===== config.mk =====
export PLATFORM = sky130hd
export DESIGN_NAME = perf_trigger_master_flat
export DESIGN_NICKNAME = d
export VERILOG_FILES = /design/src/rtl/perf_trigger_pkg.sv /design/src/rtl/perf_trigger_master_if.sv /design/src/rtl/perf_rr_arbiter.sv /design/src/rtl/perf_trigger_master.sv /design/src/flat_wrapper.sv
export SDC_FILE = /design/constraint.sdc
export NUM_CORES = 1
export LEC_CHECK = 0
export ABC_AREA = 1
export ABC_CLOCK_PERIOD_IN_PS = 3050
export BUFFER_PORTS_ARGS = -buffer_cell sky130_fd_sc_hd__buf_2
export CORE_MARGIN = 2
export CORE_UTILIZATION = 42
export DETAILED_ROUTE_END_ITERATION = 6
export PLACE_DENSITY = 0.65
export SYNTH_ARGS = -nofsm -noshare
export SYNTH_HDL_FRONTEND = slang
export SYNTH_SLANG_ARGS = --single-unit

===== constraint.sdc =====
create_clock -name clk -period 3.05 [get_ports clk]
set_clock_uncertainty 0.1 [all_clocks]
set_input_delay 0.1525 -clock clk [delete_from_list [all_inputs] [get_ports clk]]
set_output_delay 0.1525 -clock clk [all_outputs]
set_load 0.05 [all_outputs]

===== src/rtl/perf_trigger_pkg.sv =====
// rtl/perf_trigger_pkg.sv - shared types, constants and address helper for perf_trigger_master
package perf_trigger_pkg;

  typedef enum logic {
    IDLE  = 1'b0,
    WRITE = 1'b1
  } state_e;

  localparam logic [31:0] CLEAR_DATA = 32'h1;
  localparam int unsigned STOP_OFS   = 0;
  localparam int unsigned START_OFS  = 1;

  // Word address of a section's stop or start register
  function automatic int unsigned sect_addr(input int unsigned i, input logic is_start,
                                            input int unsigned stride);
    return i * stride + (is_start ? START_OFS : STOP_OFS);
  endfunction

endpackage


===== src/rtl/perf_trigger_master_if.sv =====
// rtl/perf_trigger_master_if.sv - Avalon-MM write-only bus between trigger master and counter slave
interface perf_trigger_master_if #(
  parameter int ADDR_W = 4
);
  logic [ADDR_W-1:0] avm_address;
  logic              avm_write;
  logic [31:0]       avm_writedata;
  logic              avm_waitrequest;

  modport master (
    output avm_address,
    output avm_write,
    output avm_writedata,
    input  avm_waitrequest
  );

  modport slave (
    input  avm_address,
    input  avm_write,
    input  avm_writedata,
    output avm_waitrequest
  );
endinterface


===== src/rtl/perf_rr_arbiter.sv =====
// rtl/perf_rr_arbiter.sv - combinational round-robin grant over section requests
module perf_rr_arbiter #(
  parameter int NUM_REQ = 4,
  parameter int PTR_W   = (NUM_REQ > 1) ? $clog2(NUM_REQ) : 1
) (
  input  logic [NUM_REQ-1:0] req_i,
  input  logic [PTR_W-1:0]   ptr_i,
  output logic [NUM_REQ-1:0] gnt_o,
  output logic [PTR_W-1:0]   idx_o
);

  logic             found;
  logic [PTR_W-1:0] j;

  // Scan from the pointer upward with wrap; first requester wins
  always_comb begin
    gnt_o = '0;
    idx_o = '0;
    found = 1'b0;
    j     = '0;
    for (int k = 0; k < NUM_REQ; k++) begin
      j = PTR_W'((int'(ptr_i) + k) % NUM_REQ);
      if (!found && req_i[j]) begin
        found    = 1'b1;
        gnt_o[j] = 1'b1;
        idx_o    = j;
      end
    end
  end

endmodule


===== src/rtl/perf_trigger_master.sv =====
// rtl/perf_trigger_master.sv - turns start/stop/clear event pulses into queued Avalon-MM writes
module perf_trigger_master
  import perf_trigger_pkg::*;
#(
  parameter int NUM_SECTIONS   = 4,
  parameter int ADDR_W         = 4,
  parameter int SECTION_STRIDE = 4
) (
  input  logic                    clk,
  input  logic                    reset_n,
  input  logic [NUM_SECTIONS-1:0] start_req,
  input  logic [NUM_SECTIONS-1:0] stop_req,
  input  logic                    clear_req,
  perf_trigger_master_if.master   avm,
  output logic                    busy,
  output logic                    overflow,
  input  logic                    overflow_clr
);

  localparam int PTR_W = (NUM_SECTIONS > 1) ? $clog2(NUM_SECTIONS) : 1;

  state_e                  state_q, state_d;
  logic [NUM_SECTIONS-1:0] start_pend_q, start_pend_d;
  logic [NUM_SECTIONS-1:0] stop_pend_q, stop_pend_d;
  logic                    clr_pend_q, clr_pend_d;
  logic                    overflow_q, overflow_d;
  logic [PTR_W-1:0]        rr_q, rr_d;
  logic [ADDR_W-1:0]       addr_q, addr_d;
  logic [31:0]             data_q, data_d;

  logic [NUM_SECTIONS-1:0] gnt;
  logic [PTR_W-1:0]        gnt_idx;
  logic [PTR_W-1:0]        rr_next;
  logic [NUM_SECTIONS-1:0] serve_start, serve_stop;
  logic                    serve_clr;
  logic                    any_pend;
  logic                    ovf_hit;

  perf_rr_arbiter #(
    .NUM_REQ (NUM_SECTIONS),
    .PTR_W   (PTR_W)
  ) u_arb (
    .req_i (start_pend_q | stop_pend_q),
    .ptr_i (rr_q),
    .gnt_o (gnt),
    .idx_o (gnt_idx)
  );

  assign any_pend = clr_pend_q | (|start_pend_q) | (|stop_pend_q);
  assign rr_next  = (gnt_idx == PTR_W'(NUM_SECTIONS - 1)) ? '0 : gnt_idx + 1'b1;

  always_comb begin
    state_d     = state_q;
    addr_d      = addr_q;
    data_d      = data_q;
    rr_d        = rr_q;
    serve_start = '0;
    serve_stop  = '0;
    serve_clr   = 1'b0;

    case (state_q)
      IDLE: begin
        if (any_pend) begin
          state_d = WRITE;
          if (clr_pend_q) begin
            serve_clr = 1'b1;
            addr_d    = '0;
            data_d    = CLEAR_DATA;
          end else if (|(gnt & stop_pend_q)) begin
            serve_stop = gnt;
            addr_d     = ADDR_W'(sect_addr(32'(gnt_idx), 1'b0, SECTION_STRIDE));
            data_d     = '0;
            rr_d       = rr_next;
          end else begin
            serve_start = gnt;
            addr_d      = ADDR_W'(sect_addr(32'(gnt_idx), 1'b1, SECTION_STRIDE));
            data_d      = '0;
            rr_d        = rr_next;
          end
        end
      end
      WRITE: begin
        if (!avm.avm_waitrequest) state_d = IDLE;
      end
      default: state_d = IDLE;
    endcase

    // A pulse on the bit being served this cycle re-arms it rather than overflowing
    start_pend_d = (start_pend_q & ~serve_start) | start_req;
    stop_pend_d  = (stop_pend_q & ~serve_stop) | stop_req;
    clr_pend_d   = (clr_pend_q & ~serve_clr) | clear_req;

    ovf_hit = (|(start_req & start_pend_q & ~serve_start)) |
              (|(stop_req & stop_pend_q & ~serve_stop)) |
              (clear_req & clr_pend_q & ~serve_clr);

    overflow_d = ovf_hit ? 1'b1 : (overflow_clr ? 1'b0 : overflow_q);
  end

  always_ff @(posedge clk or negedge reset_n) begin
    if (!reset_n) begin
      state_q      <= IDLE;
      start_pend_q <= '0;
      stop_pend_q  <= '0;
      clr_pend_q   <= 1'b0;
      overflow_q   <= 1'b0;
      rr_q         <= '0;
      addr_q       <= '0;
      data_q       <= '0;
    end else begin
      state_q      <= state_d;
      start_pend_q <= start_pend_d;
      stop_pend_q  <= stop_pend_d;
      clr_pend_q   <= clr_pend_d;
      overflow_q   <= overflow_d;
      rr_q         <= rr_d;
      addr_q       <= addr_d;
      data_q       <= data_d;
    end
  end

  assign avm.avm_write     = (state_q == WRITE);
  assign avm.avm_address   = addr_q;
  assign avm.avm_writedata = data_q;
  assign busy              = (state_q == WRITE) | any_pend;
  assign overflow          = overflow_q;

endmodule


===== src/flat_wrapper.sv =====
// flat-port wrapper written by rule: the top's interface ports become plain ports
module perf_trigger_master_flat import perf_trigger_pkg::*;
#(
  parameter int NUM_SECTIONS   = 4,
  parameter int ADDR_W         = 4,
  parameter int SECTION_STRIDE = 4
)
  (clk, reset_n, start_req, stop_req, clear_req, busy, overflow, overflow_clr, avm_avm_address, avm_avm_write, avm_avm_writedata, avm_avm_waitrequest);
  perf_trigger_master_if #(.ADDR_W(ADDR_W)) avm_i ();
  input  logic clk;
  input  logic reset_n;
  input  logic [NUM_SECTIONS-1:0] start_req;
  input  logic [NUM_SECTIONS-1:0] stop_req;
  input  logic clear_req;
  output logic busy;
  output logic overflow;
  input  logic overflow_clr;
  output wire logic [$bits(avm_i.avm_address)-1:0] avm_avm_address;
  output wire logic [$bits(avm_i.avm_write)-1:0] avm_avm_write;
  output wire logic [$bits(avm_i.avm_writedata)-1:0] avm_avm_writedata;
  input wire logic [$bits(avm_i.avm_waitrequest)-1:0] avm_avm_waitrequest;
  assign avm_avm_address = avm_i.avm_address;
  assign avm_avm_write = avm_i.avm_write;
  assign avm_avm_writedata = avm_i.avm_writedata;
  assign avm_i.avm_waitrequest = avm_avm_waitrequest;
  perf_trigger_master #(.NUM_SECTIONS(NUM_SECTIONS), .ADDR_W(ADDR_W), .SECTION_STRIDE(SECTION_STRIDE)) u_core (.clk(clk), .reset_n(reset_n), .start_req(start_req), .stop_req(stop_req), .clear_req(clear_req), .avm(avm_i), .busy(busy), .overflow(overflow), .overflow_clr(overflow_clr));
endmodule

==> reports/qor.yml, run 1 <==
hold_path_end: "u_core.stop_pend_q[0]"
syn_to_final_growth_pct: 8.43
p_per_area_nw_per_um2: 775
grt_pass1_wl_microns: 5690
cp-end-kind: "flop"
initial_core_util_pct: 44.3
crit_type: "flop to flop"
num_antenna_cells: 0
overflow: 0
dp_hpwl_microns: 2760
slew_headroom_pct: 48.5
track_usage_pct: 16.7
holdCritPathClass: "input pin to flop"
die_h_microns: 66.6
final_cells: 305
grt_pass1_vias: 1258
setup-violations-final: 0
synth_cells: 229
holdWs_ns: 0.0114
synth_top_area_cell: "dfrtp_1"
crit_fanout: 9
fin_crit_sh_pct: 89.1
wl_per_cell_microns: 11.1
fp.dieW_microns: 66.6
cts.sinks: 17
startpoint_type: "flop"
ioPinCount: 52
fmax_ghz: 0.368
whs_path_depth: 2
io_buffers: 19
drtPass1Iterations: 6
p_leak_nw: 0.984
nets: 279
rsz0062_at_grt: "false"
yosysUniqueCellTypes: 28
ys_ff_latch: 17
pre_cts_ws_ns: 0.363
clockRootBuffer: "clkbuf_8"
drc_errors: 0
htreeDepth: 1
fin_ws_ns: 0.332
clkTransAtPathRegs_ns: 0.07
slew_violations: 0
required_ns: 3.09
layout_min_cycle_time_ns: 2.72
min-delay-start: "stop_req[0]"
dieArea_sq_um: 4440
drtIter0Drc: 54
reg2reg_to: "u_core.overflow"
rows: 22
yosysWarnings: 0
via_count: 1390
dpl.cell_count: 294
status: "finished clean"
r2r-start: "u_core.rr_q[1]"
synth.area.top_cells: "dfrtp_1 (26%), buf_4 (15%), nand2_1 (14%)"
syn_area_per_cell_sq_um: 7.20
worst_r2r_path_depth: 17
drive_gt1_share_pct: 21.8
clock_path_buffers: 2
totalWireLength_microns: 3390
cts_resized: 0
fill_cells: 392
antenna_found_initial: 0
synth_area_sq_um: 1650
grt_start_max_net_pins: 18
worstSkewPairLatency_ns: 0.25
design.core.area_sq_um: 3720
cts_buffers: 3
r2r_slack_ns: 0.33
seq_area_frac_synth_pct: 25.8
gp_congestion: 0.937
postRouteAntennaNets: 0
via_per_inst: 4.56
tns_ns: 0
critPathArrivalTime_ns: 2.76
maxCapViolCount: 0
worst_slew_pin_slew_ns: 0.770
vdd_drop_max_uv: 620
yosysTopAreaCellShare_pct: 25.8
cts_tree: "done"
hold_viol_final: 0
==> power breakdown <==
group | switching [W] | internal [W]
combinational | 0.000637 | 0.000245
sequential | 0.0000564 | 0.000278
clock | 0.0000789 | 0.0000907
==> layout make-up <==
class                           count  area (sq um)  share of cell area (%)
Inverter                           26           100                    5.60
Clock inverter                      1          5.00                   0.280
Sequential cell                    17           425                    23.8
Tap cell                           48          60.1                    3.36
Clock buffer                        3          41.3                    2.31
Timing Repair Buffer               27           173                    9.66
Multi-Input combinational cell    183           982                    55.0
==> cells in the mapped netlist <==
| master | number |
|---|---|
| buf_2 | 1 |
| conb_1 | 1 |
| nand4_1 | 4 |
| inv_1 | 21 |
| nor2_2 | 3 |
| nand3_1 | 13 |
| ha_1 | 8 |
| nor2_4 | 3 |
| inv_4 | 1 |
| nor2_1 | 10 |
| dfrtp_1 | 17 |
| o21bai_1 | 4 |
| nor4_1 | 1 |
| a21o_1 | 8 |
| buf_6 | 1 |
| o21ai_0 | 3 |
| a21oi_1 | 5 |
| nand3_2 | 7 |
| clkinv_1 | 3 |
| a22o_1 | 1 |
| nand2_2 | 15 |
| a31oi_1 | 1 |
| o21ai_1 | 2 |
| nand2_4 | 2 |
| nand2_1 | 60 |
| inv_2 | 1 |
| xor2_1 | 1 |
| buf_4 | 32 |
==> critical path, stage by stage, from the launching register on <==
cell	delay, ns
dfrtp_1	0.53
inv_1	0.21
ha_1	0.41
inv_1	0.07
nand3_1	0.09
nand2_2	0.11
nand3_1	0.11
nand2_1	0.05
inv_1	0.06
nand3_2	0.11
nand2_2	0.09
nand2_4	0.07
nor2_4	0.17
nand3_2	0.12
nand2_1	0.10
nand2_1	0.05
nor2_1	0.08
nand3_1	0.07
==> placed cells by master, fill, tap and decap left out, drive strengths merged <==
| cell type | instances |
|---|---|
| a22o | 1 |
| buf | 20 |
| a21oi | 5 |
| ha | 8 |
| dfrtp | 17 |
| nand4 | 4 |
| nand3 | 20 |
| a21o | 8 |
| conb | 32 |
| o21ai | 5 |
| xor2 | 1 |
| o21bai | 4 |
| nand2 | 77 |
| clkinv | 4 |
| nor2 | 16 |
| a31oi | 1 |
| dlygate4sd3 | 7 |
| clkbuf | 3 |
| nor4 | 1 |
| inv | 23 |
==> metrics by stage <==
stage	cell area (sq um)	power [W]	util [%]
floorplan	1760	0.00108	-
global placement	1670	0.00120	44.9
detailed placement	1670	0.00121	44.9
CTS	1790	0.00139	48.1
global route	1790	0.00150	48.1
finish	1790	0.00138	48.1
==> state kept, by name (all words and copies together), names as in the netlist <==
register and flops:
u_core.avm.avm_address 3, u_core.overflow 1, u_core.avm.avm_write 1, u_core.stop_pend_q 4, u_core.start_pend_q 4, u_core.clr_pend_q 1
u_core.rr_q 2, u_core.avm.avm_writedata 1
==> timing repair <==
action | 4_1_cts | 5_1_grt
setup buffers | 0 | 0
hold buffers | 7 | 0
hold endpoints to repair | 23 | 0
==> cell families after synthesis <==
logic type | synth area share, %
AO/OA/AOI/OAI | 9.42
XOR/XNOR | 0.532
adder cells (fa/ha/maj) | 6.07
buffers and inverters | 21.6
flip-flops | 25.8
other | 0.228
AND/OR/NAND/NOR | 36.3
==> per-layer routing <==
metal	part of all wire (%)	track usage (%)
met1	46	22.3
met2	46	27.8
met3	6.5	3.72
met4	1.3	3.32
met5	0	0
==> worst max-delay path by stage <==
stage,endpoint,from,cells past startpoint
global placement,u_core.overflow,u_core.rr_q[1],17
finish,u_core.overflow,u_core.rr_q[1],17
detailed placement,u_core.overflow,u_core.rr_q[1],17
global route,u_core.overflow,u_core.rr_q[1],17
CTS,u_core.overflow,u_core.rr_q[1],17
floorplan,u_core.overflow,u_core.rr_q[1],17
(Power assumes the default switching activity.)
==> run 2: changes to the inputs <==
- CORE_ASPECT_RATIO: unset -> 1.5
==> run 2 against run 1 <==
Sequential power is 5% higher. Register-to-register slack worse by 0.03 ns. Worst hold slack worse by 0.0095 ns. Largest cell class unchanged. Sequential cell count stayed put. Global-route usage is 0.20 points higher. Critical path depth stayed put. First-iteration DRC count is 44% lower. Critical path type unchanged. Power is 0.50% lower.
==> reports/qor.yml, run 2 (same netlist as run 1, synthesis figures left out) <==
critPathTopFamily: "simple AND/OR/NAND/NOR gates"
clockRootBuffer: "clkbuf_8"
whs_path_depth: 2
antenna_found_initial: 0
dieArea_sq_um: 4450
grt_pass1_vias: 1322
ioPinCount: 52
overflow: 0
dp_hpwl_microns: 2740
postRouteAntennaNets: 0
cp_slowest_cell: "dfrtp_1"
worstSkewPairLatency_ns: 0.26
drc_errors: 0
p_per_area_nw_per_um2: 767
p_leak_nw: 0.984
cp-end-kind: "flop"
rsz0062_at_grt: "false"
hold_path_end: "u_core.clr_pend_q"
nets: 280
totalWireLength_microns: 3290
power_w: 0.00138
place_area_sq_um: 1660
layout_min_cycle_time_ns: 2.75
cts_setup_buffers: 0
clkTransAtPathRegs_ns: 0.07
slew_headroom_pct: 50.5
syn_to_final_growth_pct: 8.96
cts_hold_buf: 9
stdcell_area_sq_um: 1800
cts.sinks: 17
drtIter0Drc: 30
worst_slew_pin_slew_ns: 0.739
cts_resized: 0
critPathArrivalTime_ns: 2.79
slowest_delay_ns: 0.54
vdd_drop_max_uv: 530
final_common_cell: "nand2_1"
pre_cts_ws_ns: 0.320
hold_viol_final: 0
status: "finished clean"
worst_path_most_repeated_cell: "inv_1"
worst_r2r_path_depth: 17
cp_num_cells: 17
initial_core_util_pct: 44.3
final_cells: 301
crit_type: "flop to flop"
crit_buf_inv: 4
num_antenna_cells: 0
min-delay-start: "clear_req"
slew_violations: 0
final_cell_mix: "nand2_1 (60), conb_1 (32), inv_1 (21)"
htreeDepth: 1
fmax_ghz: 0.364
reg2reg_to: "u_core.overflow"
wl_per_cell_microns: 10.9
fp.dieW_microns: 55.1
holdCritPathClass: "input pin to flop"
track_usage_pct: 16.9
crit_chain: "inv_1, ha_1, inv_1, nand3_1, nand2_2, nand3_1, nand2_1, inv_1, nand3_2, nand2_2, nand2_4, nor2_4, nand3_2, nand2_1, inv_1, nor2_1, nand3_1"
required_ns: 3.09
die_h_microns: 80.7
rows: 27
drive_gt1_share_pct: 21.3
tns_ns: 0
fin_crit_sh_pct: 90.1
maxCapViolCount: 0
drtPass1Iterations: 4
grt_pass1_wl_microns: 5500
crit_fanout: 9
design.core.area_sq_um: 3720
gp_congestion: 0.883
cts_tree: "done"
cts_buffers: 3
via_per_inst: 4.60
io_buffers: 19
via_count: 1384
dpl.cell_count: 288
grt_start_max_net_pins: 18
r2r-start: "u_core.rr_q[1]"
clock_path_buffers: 2
startpoint_type: "flop"
setup-violations-final: 0
r2r_slack_ns: 0.30
fin_ws_ns: 0.302
[run 2: how the worst max path moves through the flow]
stage / startpoint / end / slack, ns
3_5_place_dp: u_core.rr_q[1] / u_core.overflow / 0.32
3_3_place_gp: u_core.rr_q[1] / u_core.overflow / 0.38
5_1_grt: u_core.rr_q[1] / u_core.overflow / 0.06
2_1_floorplan: u_core.rr_q[1] / u_core.overflow / 0.70
6_report: u_core.rr_q[1] / u_core.overflow / 0.30
4_1_cts: u_core.rr_q[1] / u_core.overflow / 0.31
[run 2: worst reg2reg max path: stages (launching register included)]
cell     delay, ns
dfrtp_1       0.54
inv_1         0.22
ha_1          0.42
inv_1         0.08
nand3_1       0.09
nand2_2       0.10
nand3_1       0.10
nand2_1       0.06
inv_1         0.06
nand3_2       0.11
nand2_2       0.10
nand2_4       0.07
nor2_4        0.17
nand3_2       0.10
nand2_1       0.10
inv_1         0.04
nor2_1        0.11
nand3_1       0.07
[run 2: metal layers]
layer	vias up	routed length (microns)	track usage, %
li1	713	-	-
met1	628	1280	17.7
met2	35	1820	31.5
met3	8	98	1.30
met4	0	86	9.02
met5	-	0	0
[run 2: metrics by stage]
stage               util (%)  hold WS [ns]
global placement        44.6      -0.00155
floorplan                  -        -0.243
detailed placement      44.6      -0.00291
finish                  48.3       0.00196
global route            48.3       0.00983
CTS                     48.3      0.000630
[run 2: area by class of cell]
class | count | area [sq um]
fillers | 377 | 1920
multi-input cells | 183 | 982
flip-flops and latches | 17 | 425
repair buffers | 28 | 185
inverters | 26 | 100
well taps | 43 | 53.8
clock buffers | 3 | 41.3
clock inverters | 1 | 7.51
[run 2: report_power, final]
part | leakage [nW] | internal [W] | switching (W)
clock | 0.0217 | 0.0000921 | 0.0000826
combinational | 0.786 | 0.000238 | 0.000614
sequential | 0.177 | 0.000277 | 0.0000746
==> run 3: changes to the inputs <==
- CAP_MARGIN: unset -> 0
- GPL_TIMING_DRIVEN: unset -> 0
==> run 3 against run 2 <==
The run now ends with hold timing left. First-iteration DRC count is 57% lower. Wire length is 1.9% lower. Via count is 4.3% higher. Final cell count is 11% higher. Largest cell class unchanged.
==> reports/qor.yml, run 3 (same netlist as run 1, synthesis figures left out) <==
r2r-start: "u_core.rr_q[0]"
tns_ns: 0
htreeDepth: 1
layout_min_cycle_time_ns: 2.67
ioPinCount: 52
holdCritPathClass: "input pin to flop"
syn_to_final_growth_pct: 23.8
slew_violations: 0
rsz0062_at_grt: "false"
die_h_microns: 80.7
grt_pass1_vias: 1249
critPathArrivalTime_ns: 2.71
fill_cells: 374
power_w: 0.00142
via_count: 1443
critPathTopFamily: "simple AND/OR/NAND/NOR gates"
clockRootBuffer: "clkbuf_8"
reg2reg_to: "u_core.overflow"
hold_path_end: "u_core.avm.avm_write"
cts.sinks: 17
dp_hpwl_microns: 2700
initial_core_util_pct: 44.3
hold_viol_final: 1
crit_type: "flop to flop"
status: "finished, violations left"
maxCapViolCount: 0
postRouteAntennaNets: 0
io_buffers: 19
met1_length_microns: 1270
totalWireLength_microns: 3230
worst_r2r_path_depth: 18
pre_cts_ws_ns: 0.264
vdd_drop_max_uv: 503
grt_start_max_net_pins: 18
r2r_slack_ns: 0.38
setup-violations-final: 0
p_leak_nw: 1.17
drc_errors: 0
wl_met2_microns: 1760
worst_path_most_repeated_cell: "nand2_1"
design.core.area_sq_um: 3720
p_per_area_nw_per_um2: 697
num_antenna_cells: 0
top_layer: "met4"
cts_tree: "done"
final_cell_mix: "nand2_1 (60), buf_4 (32), conb_1 (32)"
clkTransAtPathRegs_ns: 0.06
crit_chain: "buf_6, inv_4, ha_1, inv_1, nand3_1, nand2_2, nand3_1, nand2_1, clkinv_1, nand3_2, nand2_1, nand2_4, nor2_4, nand3_2, nand2_1, nand2_1, nor2_1, nand3_1"
final_common_cell: "nand2_1"
via_per_inst: 4.32
clock_path_buffers: 2
min-delay-start: "avm_avm_waitrequest"
nets: 313
slowest_delay_ns: 0.46
whs_path_depth: 3
grt_pass1_wl_microns: 5280
fin_ws_ns: 0.376
fin_crit_sh_pct: 87.7
drtPass1Iterations: 7
crit_fanout: 9
gp_congestion: 0.893
cp-end-kind: "flop"
holdWs_ns: -0.00309
track_usage_pct: 16.2
cp_slowest_cell: "dfrtp_1"
dieArea_sq_um: 4450
startpoint_type: "flop"
met3_wirelength_microns: 136
worstSkewPairLatency_ns: 0.25
fmax_ghz: 0.374
overflow: 0
required_ns: 3.08
drive_gt1_share_pct: 30.6
rows: 27
crit_buf_inv: 4
fp.dieW_microns: 55.1
cts_buffers: 3
antenna_found_initial: 0
violations: "hold timing"
drtIter0Drc: 13
wl_per_cell_microns: 9.66
[run 3: where the power goes]
group	internal [W]	total (W)	switching [W]	leakage, nW
combinational	0.000277	0.000913	0.000636	0.968
clock	0.0000928	0.000168	0.0000756	0.0228
sequential	0.000279	0.000340	0.0000609	0.175
[run 3: how the worst max path moves through the flow]
stage                   startpoint         endpoint  depth (start not counted)
floorplan           u_core.rr_q[1]  u_core.overflow                         17
global placement    u_core.rr_q[1]  u_core.overflow                         17
detailed placement  u_core.rr_q[1]  u_core.overflow                         17
CTS                 u_core.rr_q[1]  u_core.overflow                         17
global route        u_core.rr_q[0]  u_core.overflow                         18
finish              u_core.rr_q[0]  u_core.overflow                         18
[run 3: area by class of cell]
cell class | count | area, sq um | area share (%)
buffer | 34 | 256 | 12.6
clock buffer | 4 | 45.0 | 2.21
inverter | 26 | 100 | 4.91
multi-input combinational | 183 | 982 | 48.2
sequential | 17 | 427 | 20.9
tap | 43 | 53.8 | 2.64
timing repair buffer | 27 | 175 | 8.59
[run 3: metrics by stage]
step           instance area (sq um)  util [%]  std cells  hold WS, ns
6_report                        2040      54.9        334     -0.00309
3_5_place_dp                    1910      51.5        322   -0.0000304
4_1_cts                         2040      54.8        334     0.000260
3_3_place_gp                    1910      51.5        322     -0.00208
2_1_floorplan                   1760         -        260       -0.243
5_1_grt                         2040      54.9        334       0.0145
[run 3: worst min-delay path, cell delays in order]
cell     delay, ns
buf_2         0.07
nand2_1       0.04
nand2_1       0.05
[run 3: metal layers]
layer  global-route usage (%)  up-vias
met5                        0        -
met4                     6.59        0
met3                     1.86        4
met2                     29.0       39
met1                     18.6      621
li1                         -      779
[run 3: what timing repair did]
item                                    CTS  global route
gates resized for setup                   0             1
endpoints found under the hold margin    24             0
setup buffers                             0             0
hold buffers                              8             0
endpoints found under the setup margin    0             1
